<file path="src/rtl/mdiv_div_unit_pkg.sv">
// Shared definitions for the mdiv divide unit: opcode/funct3 codes, FSM state
// encodings and the per-instruction decode helpers.
package mdiv_div_unit_pkg;

  localparam int MDIV_XLEN   = 64;
  localparam int MDIV_ITAG_W = 8;

  localparam logic [4:0] OPC_OP   = 5'b01100;
  localparam logic [4:0] OPC_OP32 = 5'b01110;

  localparam logic [2:0] F3_DIV  = 3'b100;
  localparam logic [2:0] F3_DIVU = 3'b101;
  localparam logic [2:0] F3_REM  = 3'b110;
  localparam logic [2:0] F3_REMU = 3'b111;

  localparam logic [1:0] ST_IDLE = 2'd0;
  localparam logic [1:0] ST_BUSY = 2'd1;
  localparam logic [1:0] ST_DONE = 2'd2;

  typedef struct packed {
    logic is_signed;
    logic is_rem;
    logic is_word;
  } op_kind_t;

  function automatic op_kind_t decode_kind(input logic [2:0] f3, input logic is_word);
    op_kind_t k;
    k.is_signed = (f3 == F3_DIV) || (f3 == F3_REM);
    k.is_rem    = (f3 == F3_REM) || (f3 == F3_REMU);
    k.is_word   = is_word;
    return k;
  endfunction

  // Multiply codes and foreign opcodes are tolerated but produce a zero result.
  function automatic logic is_legal(input logic [4:0] opcode, input logic [2:0] f3);
    logic opc_ok;
    logic f3_ok;
    opc_ok = (opcode == OPC_OP) || (opcode == OPC_OP32);
    f3_ok  = (f3 == F3_DIV) || (f3 == F3_DIVU) || (f3 == F3_REM) || (f3 == F3_REMU);
    return opc_ok && f3_ok;
  endfunction

endpackage

</file>
<file path="src/rtl/mdiv_div_unit_div_core_radix2.sv">
// Radix-2 restoring divider on unsigned magnitudes: one quotient bit per cycle.
// quo_o/rem_o are the results of the step being taken this cycle; last_o marks the final step.
module mdiv_div_unit_div_core_radix2 #(
  parameter int XLEN = 64,
  parameter int CW   = $clog2(XLEN)
) (
  input  logic            clk_i,
  input  logic            arst_ni,
  input  logic            clear_i,
  input  logic            start_i,
  input  logic [CW-1:0]   count_i,
  input  logic [XLEN-1:0] dividend_i,
  input  logic [XLEN-1:0] divisor_i,
  output logic            last_o,
  output logic [XLEN-1:0] quo_o,
  output logic [XLEN-1:0] rem_o
);

  logic            busy_q, busy_d;
  logic [CW-1:0]   cnt_q, cnt_d;
  logic [XLEN-1:0] quo_q, quo_d;
  logic [XLEN-1:0] rem_q, rem_d;
  logic [XLEN-1:0] dvsr_q, dvsr_d;

  logic [XLEN:0]   rem_shift;
  logic [XLEN-1:0] diff;
  logic            take;
  logic [XLEN-1:0] quo_step;
  logic [XLEN-1:0] rem_step;

  // The shifted partial remainder may reach XLEN+1 bits; when it does the
  // subtraction always succeeds and the difference fits back into XLEN bits.
  always_comb begin
    rem_shift = {rem_q, quo_q[XLEN-1]};
    take      = rem_shift >= {1'b0, dvsr_q};
    diff      = rem_shift[XLEN-1:0] - dvsr_q;
    rem_step  = take ? diff : rem_shift[XLEN-1:0];
    quo_step  = {quo_q[XLEN-2:0], take};
  end

  always_comb begin
    busy_d = busy_q;
    cnt_d  = cnt_q;
    quo_d  = quo_q;
    rem_d  = rem_q;
    dvsr_d = dvsr_q;
    if (clear_i) begin
      busy_d = 1'b0;
      cnt_d  = '0;
    end else if (start_i) begin
      busy_d = 1'b1;
      cnt_d  = count_i;
      quo_d  = dividend_i;
      rem_d  = '0;
      dvsr_d = divisor_i;
    end else if (busy_q) begin
      quo_d = quo_step;
      rem_d = rem_step;
      if (cnt_q == '0) begin
        busy_d = 1'b0;
      end else begin
        cnt_d = cnt_q - 1'b1;
      end
    end
  end

  always_ff @(posedge clk_i or negedge arst_ni) begin
    if (!arst_ni) begin
      busy_q <= 1'b0;
      cnt_q  <= '0;
      quo_q  <= '0;
      rem_q  <= '0;
      dvsr_q <= '0;
    end else begin
      busy_q <= busy_d;
      cnt_q  <= cnt_d;
      quo_q  <= quo_d;
      rem_q  <= rem_d;
      dvsr_q <= dvsr_d;
    end
  end

  assign last_o = busy_q && (cnt_q == '0);
  assign quo_o  = quo_step;
  assign rem_o  = rem_step;

endmodule

</file>
<file path="src/rtl/mdiv_div_unit.sv">
// RV64M divide/remainder execution unit: decodes and prepares operands, resolves
// special cases directly, runs the iterative core otherwise and hands results to writeback.
module mdiv_div_unit
  import mdiv_div_unit_pkg::*;
#(
  parameter int XLEN   = MDIV_XLEN,
  parameter int ITAG_W = MDIV_ITAG_W
) (
  input  logic              clk_i,
  input  logic              arst_ni,
  input  logic              flush_i,
  input  logic              mdiv_valid_i,
  output logic              mdiv_full_o,
  input  logic [ITAG_W-1:0] mdiv_itag_i,
  input  logic [4:0]        mdiv_opcode_i,
  input  logic [9:0]        mdiv_funct_i,
  input  logic [XLEN-1:0]   mdiv_data1_i,
  input  logic [XLEN-1:0]   mdiv_data2_i,
  output logic              wb_valid_o,
  output logic [ITAG_W-1:0] wb_itag_o,
  output logic [XLEN-1:0]   wb_data_o,
  input  logic              wb_full_i
);

  localparam int              CW    = $clog2(XLEN);
  localparam logic [XLEN-1:0] MIN_D = {1'b1, {(XLEN-1){1'b0}}};
  localparam logic [XLEN-1:0] MIN_W = {{(XLEN-31){1'b1}}, 31'b0};
  localparam logic [CW-1:0]   CNT_D = CW'(XLEN - 1);
  localparam logic [CW-1:0]   CNT_W = CW'(31);

  function automatic logic [XLEN-1:0] sext_w(input logic [31:0] x);
    return {{(XLEN-32){x[31]}}, x};
  endfunction

  function automatic logic [XLEN-1:0] zext_w(input logic [31:0] x);
    return {{(XLEN-32){1'b0}}, x};
  endfunction

  logic [1:0]        state_q, state_d;
  logic [ITAG_W-1:0] itag_q, itag_d;
  logic [XLEN-1:0]   wb_data_q, wb_data_d;
  logic              rem_q, rem_d;
  logic              word_q, word_d;
  logic              qneg_q, qneg_d;
  logic              rneg_q, rneg_d;

  logic [2:0]        f3;
  op_kind_t          kind;
  logic              legal;
  logic [XLEN-1:0]   op1, op2, mag1, mag2;
  logic              s1, s2, div_zero, ovf, special;
  logic [XLEN-1:0]   spec_res;
  logic [XLEN-1:0]   core_dvd;
  logic [CW-1:0]     core_cnt;
  logic              accept;
  logic              core_start;
  logic              core_last;
  logic [XLEN-1:0]   core_quo, core_rem;
  logic [XLEN-1:0]   res_mag, res_fix, fin_res;

  logic unused_funct7;
  assign unused_funct7 = ^mdiv_funct_i[9:3];

  // Word ops keep their 32-bit dividend in the top half of the core's shift
  // register so that 32 steps leave the quotient in the low half.
  always_comb begin
    f3    = mdiv_funct_i[2:0];
    legal = is_legal(mdiv_opcode_i, f3);
    kind  = decode_kind(f3, mdiv_opcode_i == OPC_OP32);
    if (kind.is_word) begin
      op1 = kind.is_signed ? sext_w(mdiv_data1_i[31:0]) : zext_w(mdiv_data1_i[31:0]);
      op2 = kind.is_signed ? sext_w(mdiv_data2_i[31:0]) : zext_w(mdiv_data2_i[31:0]);
    end else begin
      op1 = mdiv_data1_i;
      op2 = mdiv_data2_i;
    end
    s1       = kind.is_signed && op1[XLEN-1];
    s2       = kind.is_signed && op2[XLEN-1];
    mag1     = s1 ? -op1 : op1;
    mag2     = s2 ? -op2 : op2;
    div_zero = (op2 == '0);
    ovf      = kind.is_signed && (op1 == (kind.is_word ? MIN_W : MIN_D)) && (op2 == '1);
    special  = !legal || div_zero || ovf;

    spec_res = '0;
    if (legal) begin
      if (div_zero) begin
        spec_res = kind.is_rem ? op1 : '1;
      end else if (ovf) begin
        spec_res = kind.is_rem ? '0 : op1;
      end
    end
    if (kind.is_word) begin
      spec_res = sext_w(spec_res[31:0]);
    end

    core_dvd = kind.is_word ? (mag1 << (XLEN - 32)) : mag1;
    core_cnt = kind.is_word ? CNT_W : CNT_D;
  end

  always_comb begin
    res_mag = rem_q ? core_rem : core_quo;
    res_fix = (rem_q ? rneg_q : qneg_q) ? -res_mag : res_mag;
    fin_res = word_q ? sext_w(res_fix[31:0]) : res_fix;
  end

  assign accept = (state_q == ST_IDLE) && mdiv_valid_i && !flush_i;

  // Flush overrides every transition, including an acceptance in IDLE.
  always_comb begin
    state_d    = state_q;
    core_start = 1'b0;
    case (state_q)
      ST_IDLE: begin
        if (mdiv_valid_i) begin
          if (special) begin
            state_d = ST_DONE;
          end else begin
            state_d    = ST_BUSY;
            core_start = 1'b1;
          end
        end
      end
      ST_BUSY: begin
        if (core_last) state_d = ST_DONE;
      end
      ST_DONE: begin
        if (!wb_full_i) state_d = ST_IDLE;
      end
      default: state_d = ST_IDLE;
    endcase
    if (flush_i) begin
      state_d    = ST_IDLE;
      core_start = 1'b0;
    end
  end

  always_comb begin
    itag_d    = itag_q;
    wb_data_d = wb_data_q;
    rem_d     = rem_q;
    word_d    = word_q;
    qneg_d    = qneg_q;
    rneg_d    = rneg_q;
    if (accept) begin
      itag_d = mdiv_itag_i;
      rem_d  = kind.is_rem;
      word_d = kind.is_word;
      qneg_d = s1 ^ s2;
      rneg_d = s1;
      if (special) wb_data_d = spec_res;
    end
    if ((state_q == ST_BUSY) && core_last && !flush_i) begin
      wb_data_d = fin_res;
    end
  end

  always_ff @(posedge clk_i or negedge arst_ni) begin
    if (!arst_ni) begin
      state_q   <= ST_IDLE;
      itag_q    <= '0;
      wb_data_q <= '0;
      rem_q     <= 1'b0;
      word_q    <= 1'b0;
      qneg_q    <= 1'b0;
      rneg_q    <= 1'b0;
    end else begin
      state_q   <= state_d;
      itag_q    <= itag_d;
      wb_data_q <= wb_data_d;
      rem_q     <= rem_d;
      word_q    <= word_d;
      qneg_q    <= qneg_d;
      rneg_q    <= rneg_d;
    end
  end

  mdiv_div_unit_div_core_radix2 #(
    .XLEN (XLEN),
    .CW   (CW)
  ) u_core (
    .clk_i      (clk_i),
    .arst_ni    (arst_ni),
    .clear_i    (flush_i),
    .start_i    (core_start),
    .count_i    (core_cnt),
    .dividend_i (core_dvd),
    .divisor_i  (mag2),
    .last_o     (core_last),
    .quo_o      (core_quo),
    .rem_o      (core_rem)
  );

  assign mdiv_full_o = (state_q != ST_IDLE);
  assign wb_valid_o  = (state_q == ST_DONE);
  assign wb_itag_o   = itag_q;
  assign wb_data_o   = wb_data_q;

endmodule
</file>
<file path="config.mk">
export PLATFORM = sky130hd
export DESIGN_NAME = mdiv_div_unit
export DESIGN_NICKNAME = d
export VERILOG_FILES = /design/src/rtl/mdiv_div_unit_pkg.sv /design/src/rtl/mdiv_div_unit_div_core_radix2.sv /design/src/rtl/mdiv_div_unit.sv
export SDC_FILE = /design/constraint.sdc
export NUM_CORES = 1
export LEC_CHECK = 0
export ABC_CLOCK_PERIOD_IN_PS = 6750
export CAP_MARGIN = 20
export CORE_ASPECT_RATIO = 0.5
export CORE_MARGIN = 10
export CORE_UTILIZATION = 45
export DETAILED_ROUTE_END_ITERATION = 12
export MAX_ROUTING_LAYER = met4
export PLACE_DENSITY = 0.66
export SETUP_SLACK_MARGIN = 0.4
export SLEW_MARGIN = 20
export SYNTH_ARGS = -nofsm -noshare
export SYNTH_HDL_FRONTEND = slang
export SYNTH_SLANG_ARGS = --single-unit
</file>
<file path="constraint.sdc">
create_clock -name clk_i -period 6.75 [get_ports clk_i]
set_input_delay 1.0125 -clock clk_i [delete_from_list [all_inputs] [get_ports clk_i]]
set_output_delay 1.0125 -clock clk_i [all_outputs]
set_load 0.05 [all_outputs]
</file>
==> impl_metrics.py, run 1 <==
metrics = {
    "synth": {
        "netlist_instances": 3161,
        "postSynthAreaPerCell_sq_um": 7.55,
        "ys_warn_count": 0,
        "synthFlopType": "sky130_fd_sc_hd__dfrtp_1",
        "synth.cell_area_sq_um": 23900,
        "ys_ff_latch": 277,
        "ys_async_sr_fraction_pct": 100,
        "mappedNetlistNets": 3388,
        "synth-seq-area-share_pct": 29.0,
        "yosysUniqueCellTypes": 112,
        "post_synth_edffs": 0,
    },
    "placed_design": {
        "post-dp-hpwl_um": 87100,
        "place_area_sq_um": 26900,
        "placed_cells": 3957,
        "numPortBuffers": 222,
        "detailedPlace.worstSlack_ns": 0.575,
        "place.gp.congestion": 1.09,
    },
    "clock_network": {
        "cts.sink_count": 277,
        "post_cts_hold_buffer_count": 0,
        "clk_tree_root_cell": "sky130_fd_sc_hd__clkbuf_16",
        "cts_bufs_inserted": 29,
        "insertion_delay_ns": 0.63,
        "cts_tree": "done",
        "clockBufferDepth": 3,
        "maximum_level_of_the_cts_h_tree": 1,
        "worst_setup_hold_path_clk_slew_ns": 0.08,
    },
    "outcome": {
        "run_status": "finished, final reports clean",
    },
    "die": {
        "row_count": 59,
        "placeableCoreArea_sq_um": 52200,
        "initial_core_util_pct": 45.7,
        "ios": 230,
        "dieHeight_um": 183,
        "floorplan.die.width_um": 346,
        "fp.dieArea_sq_um": 63200,
    },
    "sta": {
        "rsz0062_at_grt": "true",
        "whs_ns": 0.476,
        "fmax_mhz": 157,
        "setup_ws_ns": 0.363,
        "totalNegativeSetupSlack_ns": 0,
        "worst_slew_margin_rel_pct": 24.3,
        "setup_violations": 0,
        "drv_slew": 0,
        "max_slew.worst_pin.slew_ns": 1.12,
        "timing_hold_violations_final": 0,
        "final_worst_clock_skew_ns": 0.0277,
        "final_min_period_over_clock_period_pct": 94.6,
        "min_period_ns": 6.39,
    },
    "power": {
        "total_leakage_power_nw": 10.9,
        "ir_drop_mv": 0.230,
        "totalPowerFinal_mw": 6.13,
        "cellPowerDensity_nw_per_um2": 220,
    },
    "final_layout": {
        "final_nets": 3515,
        "n_fill_cell": 5091,
        "finish.instance_area_sq_um": 27900,
        "finalNonFillerCells": 4011,
        "layout-drive-gt1-share_pct": 6.90,
        "syn2layout_area_growth_pct": 16.9,
        "finish.utilization_pct": 53.4,
    },
    "flow_run": {
        "drv_cap": 0,
    },
    "global_route": {
        "wire_length_of_the_first_global_routing_pass_um": 162000,
        "number_of_global_route_vias_before_repair": 24000,
        "globalRoute.totalOverflow": 0,
        "initial_antenna_violation_count": 5,
        "gr-usage-all-layers_pct": 34.5,
        "pin_count_of_the_biggest_net_entering_global_routing": 163,
    },
    "route": {
        "wl_per_cell_um": 27.9,
        "first_pass_iters": 6,
        "via_per_instance_ratio": 6.63,
        "remaining_drc_errors": 0,
        "routed_wirelength_um": 112000,
        "dr_total_vias": 26600,
        "number_of_routed_nets_with_antenna_violations": 0,
        "initialDrtViolationCount": 4164,
    },
    "worst_setup_path": {
        "critPathKind": "reg2reg",
        "end_kind": "register",
        "worst_ep_required_time_ns": 7.23,
        "critPathArrivalTime_ns": 6.87,
        "critical_path.startpoint_type": "register",
        "critical_path.max_fanout": 30,
    },
    "worst_hold_path": {
        "min-delay-path-class": "reg2reg",
    },
}
==> registers in the layout, summed over array words and instances, names as in the netlist <==
| signal | count |
|---|---|
| wb_data_o | 64 |
| rem_q | 1 |
| u_core.busy_q | 1 |
| u_core.rem_q | 64 |
| u_core.cnt_q | 6 |
| state_q | 2 |
| word_q | 1 |
| u_core.dvsr_q | 64 |
| qneg_q | 1 |
| u_core.quo_q | 64 |
| rneg_q | 1 |
| wb_itag_o | 8 |
==> worst max-delay path: stages, from the launching register on <==
cell and delay (ns):
sky130_fd_sc_hd__dfrtp_1 0.49, sky130_fd_sc_hd__ha_1 0.46, sky130_fd_sc_hd__nand2_1 0.12, sky130_fd_sc_hd__nor4_2 0.45, sky130_fd_sc_hd__nand4_1 0.36, sky130_fd_sc_hd__o31ai_2 0.44
sky130_fd_sc_hd__or3_1 0.25, sky130_fd_sc_hd__nor2_4 0.14, sky130_fd_sc_hd__buf_4 0.29, sky130_fd_sc_hd__a311oi_2 0.69, sky130_fd_sc_hd__o211a_1 0.48, sky130_fd_sc_hd__nand4_1 0.25
sky130_fd_sc_hd__or4_1 0.70, sky130_fd_sc_hd__o41ai_2 0.30, sky130_fd_sc_hd__xor2_1 0.19, sky130_fd_sc_hd__a21boi_0 0.53, sky130_fd_sc_hd__a21oi_1 0.08
==> final timing paths <==
check                                                  from                            end  slack (ns)  depth (start not counted)
max in group asynchronous                           arst_ni  u_core.dvsr_q[12]$_DFFE_PN0P_        4.68                          2
min in group asynchronous                           arst_ni         state_q[1]$_DFFE_PN0P_        0.49                          1
worst max-delay path            u_core.rem_q[9]$_DFFE_PN0P_      wb_data_o[53]$_DFFE_PN0P_        0.36                         16
worst max register to register  u_core.rem_q[9]$_DFFE_PN0P_      wb_data_o[53]$_DFFE_PN0P_        0.36                         16
worst min register to register     wb_itag_o[5]$_DFFE_PN0P_       wb_itag_o[5]$_DFFE_PN0P_        0.48                          2
worst min-delay path               wb_itag_o[5]$_DFFE_PN0P_       wb_itag_o[5]$_DFFE_PN0P_        0.48                          2
==> area by class of cell <==
class | count | area, sq um | share of cell area, %
repair buffers | 305 | 2910 | 10.4
flip-flops and latches | 277 | 6940 | 24.9
inverters | 113 | 424 | 1.52
clock buffers | 36 | 782 | 2.80
clock inverters | 12 | 185 | 0.664
well taps | 701 | 877 | 3.14
diodes | 5 | 12.5 | 0.0449
multi-input cells | 2562 | 15800 | 56.5
==> Yosys cell counts (all sizes together), types with 9 or more instances <==
master	count	area (sq um)
nor4b	9	124
nand2	450	1690
a21boi	13	97.6
a21oi	307	1540
xor2	106	928
ha	70	876
a31o	10	87.6
nor2	264	993
nand3	59	300
dfrtp	277	6930
clkbuf	159	598
o211ai	30	230
a41oi	11	96.3
o41ai	15	169
and3	17	111
a311oi	12	118
o221ai	14	135
o31ai	43	347
nor4	33	234
nand2b	17	106
or4	25	191
a31oi	75	475
a22o	37	324
o31a	11	105
buf	50	277
mux2	9	105
and2	17	106
nand4	61	397
o22ai	35	219
o21ai	331	1680
a211oi	36	270
nor2b	22	138
a2111oi	9	97.6
mux2i	27	270
inv	112	420
a21o	23	173
nor3	58	317
a22oi	32	240
xnor2	110	963
o21a	23	173
or2	12	75.1
or3	34	213
==> layout by cell type, fill, tap and decap left out, types with 32 or more instances in the layout <==
master	count
sky130_fd_sc_hd__ha_1	70
sky130_fd_sc_hd__o22ai_1	35
sky130_fd_sc_hd__a31oi_1	73
sky130_fd_sc_hd__or3_1	34
sky130_fd_sc_hd__nor2_1	260
sky130_fd_sc_hd__nand4_1	60
sky130_fd_sc_hd__o31ai_1	39
sky130_fd_sc_hd__xor2_1	106
sky130_fd_sc_hd__a22oi_1	32
sky130_fd_sc_hd__clkdlybuf4s50_1	221
sky130_fd_sc_hd__nand3_1	58
sky130_fd_sc_hd__o21ai_0	312
sky130_fd_sc_hd__nand2_1	444
sky130_fd_sc_hd__a22o_1	37
sky130_fd_sc_hd__xnor2_1	110
sky130_fd_sc_hd__a21oi_1	302
sky130_fd_sc_hd__inv_1	112
sky130_fd_sc_hd__a211oi_1	36
sky130_fd_sc_hd__nor3_1	52
sky130_fd_sc_hd__dfrtp_1	276
sky130_fd_sc_hd__buf_4	78
==> per-layer routing <==
metal | routed length (um) | global-route usage (%)
met5 | 0 | -
met4 | 3500 | 9.30
met3 | 15600 | 11.1
met2 | 43900 | 46.0
met1 | 48800 | 48.8
==> what timing repair did <==
item,4_1_cts,5_1_grt
endpoints found under the hold margin,0,0
endpoints found under the setup margin,0,20
buffers inserted,0,1
gates resized for setup,0,5
==> cell families (layout without fill, tap and decap cells) <==
kind of cell    count (synthesis)  count (layout)  synth area share, %
xor+xnor                      216             216                 7.93
other cells                     0               5                    0
mux                            36              36                 1.57
fa+ha+maj                      71              71                 3.75
compound gates               1134            1134                 30.3
flops                         277             277                 29.0
simple gates                 1105            1105                 22.0
buf+inv                       322             466                 5.44
==> report_power, final <==
group          internal, mW  leakage (nW)  switching, mW  total [mW]
clock                 0.974         0.474          0.790        1.76
combinational         0.769          6.93           1.56        2.33
sequential             1.86          3.50          0.177        2.03
total                  3.60          10.9           2.53        6.13
Note: power is estimated with default switching activity, not from simulation.
==> run 2: changes to the inputs <==
ABC_CLOCK_PERIOD_IN_PS = 8200   (was 6750)
clock period = 8.2 ns   (was 6.75 ns; I/O delays follow)
==> impl_metrics.py, run 2 (synthesis gave the netlist of run 1 again) <==
metrics = {
    "outcome": {
        "run_status": "finished, final reports clean",
    },
    "clock_network": {
        "post_cts_hold_buffer_count": 0,
        "cts_bufs_inserted": 28,
        "clockBufferDepth": 3,
        "cts_tree": "done",
        "post-cts-setup-buffers": 0,
        "cts.sink_count": 277,
        "maximum_level_of_the_cts_h_tree": 1,
        "worst_setup_hold_path_clk_slew_ns": 0.08,
        "ctsResizeCount": 0,
        "clk_tree_root_cell": "sky130_fd_sc_hd__clkbuf_16",
        "insertion_delay_ns": 0.64,
    },
    "final_layout": {
        "finish.utilization_pct": 53.1,
        "final_nets": 3495,
        "mostFrequentLayoutCells": "444 x sky130_fd_sc_hd__nand2_1, 313 x sky130_fd_sc_hd__o21ai_0, 302 x sky130_fd_sc_hd__a21oi_1",
        "layout-drive-gt1-share_pct": 6.36,
        "most_frequent_standard_cell_in_the_layout_excluding_fill_and_tap_cells": "sky130_fd_sc_hd__nand2_1",
        "finish.instance_area_sq_um": 27700,
        "syn2layout_area_growth_pct": 16.0,
    },
    "route": {
        "dr_total_vias": 26500,
        "routed_wirelength_um": 113000,
        "first_pass_iters": 6,
        "wl_per_cell_um": 28.4,
        "initialDrtViolationCount": 4228,
        "via_per_instance_ratio": 6.64,
        "remaining_drc_errors": 0,
        "number_of_routed_nets_with_antenna_violations": 0,
    },
    "sta": {
        "max_slew.worst_pin.slew_ns": 1.30,
        "min_period_ns": 6.66,
        "timing_hold_violations_final": 0,
        "final_min_period_over_clock_period_pct": 81.2,
        "fmax_mhz": 150,
        "setup_violations": 0,
        "worst_slew_margin_rel_pct": 13.6,
        "whs_ns": 0.474,
        "final_worst_clock_skew_ns": 0.0483,
        "rsz0062_at_grt": "false",
        "totalNegativeSetupSlack_ns": 0,
        "drv_slew": 0,
    },
    "flow_run": {
        "drv_cap": 0,
    },
    "power": {
        "cellPowerDensity_nw_per_um2": 182,
        "netSwitchingFraction_pct": 42.0,
        "power.share.sequential_pct": 33.2,
        "clockPowerShare_pct": 28.0,
        "p_switching_mw": 2.11,
        "internal-power_mw": 2.92,
        "totalPowerFinal_mw": 5.03,
        "comb_power_share_pct": 38.8,
        "total_leakage_power_nw": 10.8,
        "ir_drop_mv": 0.236,
    },
    "die": {
        "initial_core_util_pct": 45.7,
        "floorplan.die.width_um": 346,
        "placeableCoreArea_sq_um": 52200,
        "row_count": 59,
        "fp.dieArea_sq_um": 63200,
        "dieHeight_um": 183,
        "ios": 230,
    },
    "worst_setup_path": {
        "setup.worst_path.end": "wb_data_o[58]$_DFFE_PN0P_",
        "crit_start": "u_core.rem_q[41]$_DFFE_PN0P_",
        "timing.rr.end": "wb_data_o[58]$_DFFE_PN0P_",
        "critPathKind": "reg2reg",
        "worst_ep_required_time_ns": 8.71,
        "critical_path.max_fanout": 15,
        "worst-r2r-cell-count": 17,
        "critPathArrivalTime_ns": 7.17,
        "end_kind": "register",
        "r2r_setup_slack_ns": 1.54,
        "r2r_path_start": "u_core.rem_q[41]$_DFFE_PN0P_",
        "critical_path.startpoint_type": "register",
    },
    "global_route": {
        "pin_count_of_the_biggest_net_entering_global_routing": 144,
        "globalRoute.totalOverflow": 0,
        "gr-usage-all-layers_pct": 35.0,
        "wire_length_of_the_first_global_routing_pass_um": 164000,
        "number_of_global_route_vias_before_repair": 23800,
        "initial_antenna_violation_count": 4,
    },
    "placed_design": {
        "post-dp-hpwl_um": 88600,
        "place.gp.congestion": 1.07,
        "numPortBuffers": 222,
        "place_area_sq_um": 26700,
    },
    "worst_hold_path": {
        "whs_path_depth": 2,
        "min-delay-path-class": "reg2reg",
    },
}
==> run 2: worst min-delay path by stage <==
stage | start | to | slack [ns]
4_1_cts | wb_itag_o[2]$_DFFE_PN0P_ | wb_itag_o[2]$_DFFE_PN0P_ | 0.48
5_1_grt | wb_itag_o[3]$_DFFE_PN0P_ | wb_itag_o[3]$_DFFE_PN0P_ | 0.50
3_5_place_dp | wb_itag_o[2]$_DFFE_PN0P_ | wb_itag_o[2]$_DFFE_PN0P_ | 0.46
6_report | wb_itag_o[7]$_DFFE_PN0P_ | wb_itag_o[7]$_DFFE_PN0P_ | 0.47
2_1_floorplan | u_core.dvsr_q[63]$_DFFE_PN0P_ | u_core.dvsr_q[63]$_DFFE_PN0P_ | 0.45
3_3_place_gp | wb_itag_o[3]$_DFFE_PN0P_ | wb_itag_o[3]$_DFFE_PN0P_ | 0.46
==> run 2: metrics by stage <==
step	worst slack, ns	instances
floorplan	2.52	3161
global placement	1.67	3939
detailed placement	1.63	3939
CTS	1.75	3987
global route	1.28	3988
finish	1.54	3992
==> run 2: area by class of cell <==
type                    instances  area [sq um]
diodes                          5          12.5
clock buffers                  36           771
clock inverters                12           171
fillers                      5071         24500
inverters                     113           424
multi-input cells            2562         15800
flip-flops and latches        277          6940
well taps                     701           877
repair buffers                286          2730
==> run 2: metal layers <==
layer / track usage, % / vias to the layer above / share of wire [%] / wire, um
li1: - / 11800 / - / -
met5: - / - / 0 / 0
met2: 47.1 / 1594 / 40 / 44800
met4: 7.98 / 0 / 2.7 / 3110
met1: 50.8 / 13000 / 45 / 50600
met3: 9.59 / 174 / 13 / 14800
==> run 2: power groups by stage <==
stage / Sequential [mW] / Clock (mW) / Combinational, mW
after floorplan: 1.74 / 0 / 1.04
after CTS: 1.66 / 1.41 / 1.87
after global routing: 1.68 / 1.46 / 2.05
after global placement: 1.68 / 0 / 1.85
after detailed placement: 1.68 / 0 / 1.86
final: 1.67 / 1.41 / 1.95
==> run 2: worst max-delay path, cell delays in order, from the launching register on <==
cell	delay, ns
sky130_fd_sc_hd__dfrtp_1	0.52
sky130_fd_sc_hd__ha_1	0.46
sky130_fd_sc_hd__a21oi_1	0.20
sky130_fd_sc_hd__o21ai_1	0.13
sky130_fd_sc_hd__a221oi_2	0.37
sky130_fd_sc_hd__a21boi_1	0.17
sky130_fd_sc_hd__nor3_4	0.54
sky130_fd_sc_hd__nand2_2	0.53
sky130_fd_sc_hd__buf_4	0.35
sky130_fd_sc_hd__o21a_1	0.22
sky130_fd_sc_hd__a22oi_1	0.70
sky130_fd_sc_hd__nand3_2	0.31
sky130_fd_sc_hd__o41a_1	0.52
sky130_fd_sc_hd__xnor2_1	0.23
sky130_fd_sc_hd__a21oi_2	0.61
sky130_fd_sc_hd__buf_4	0.31
sky130_fd_sc_hd__nor2_1	0.06
sky130_fd_sc_hd__a221o_1	0.31
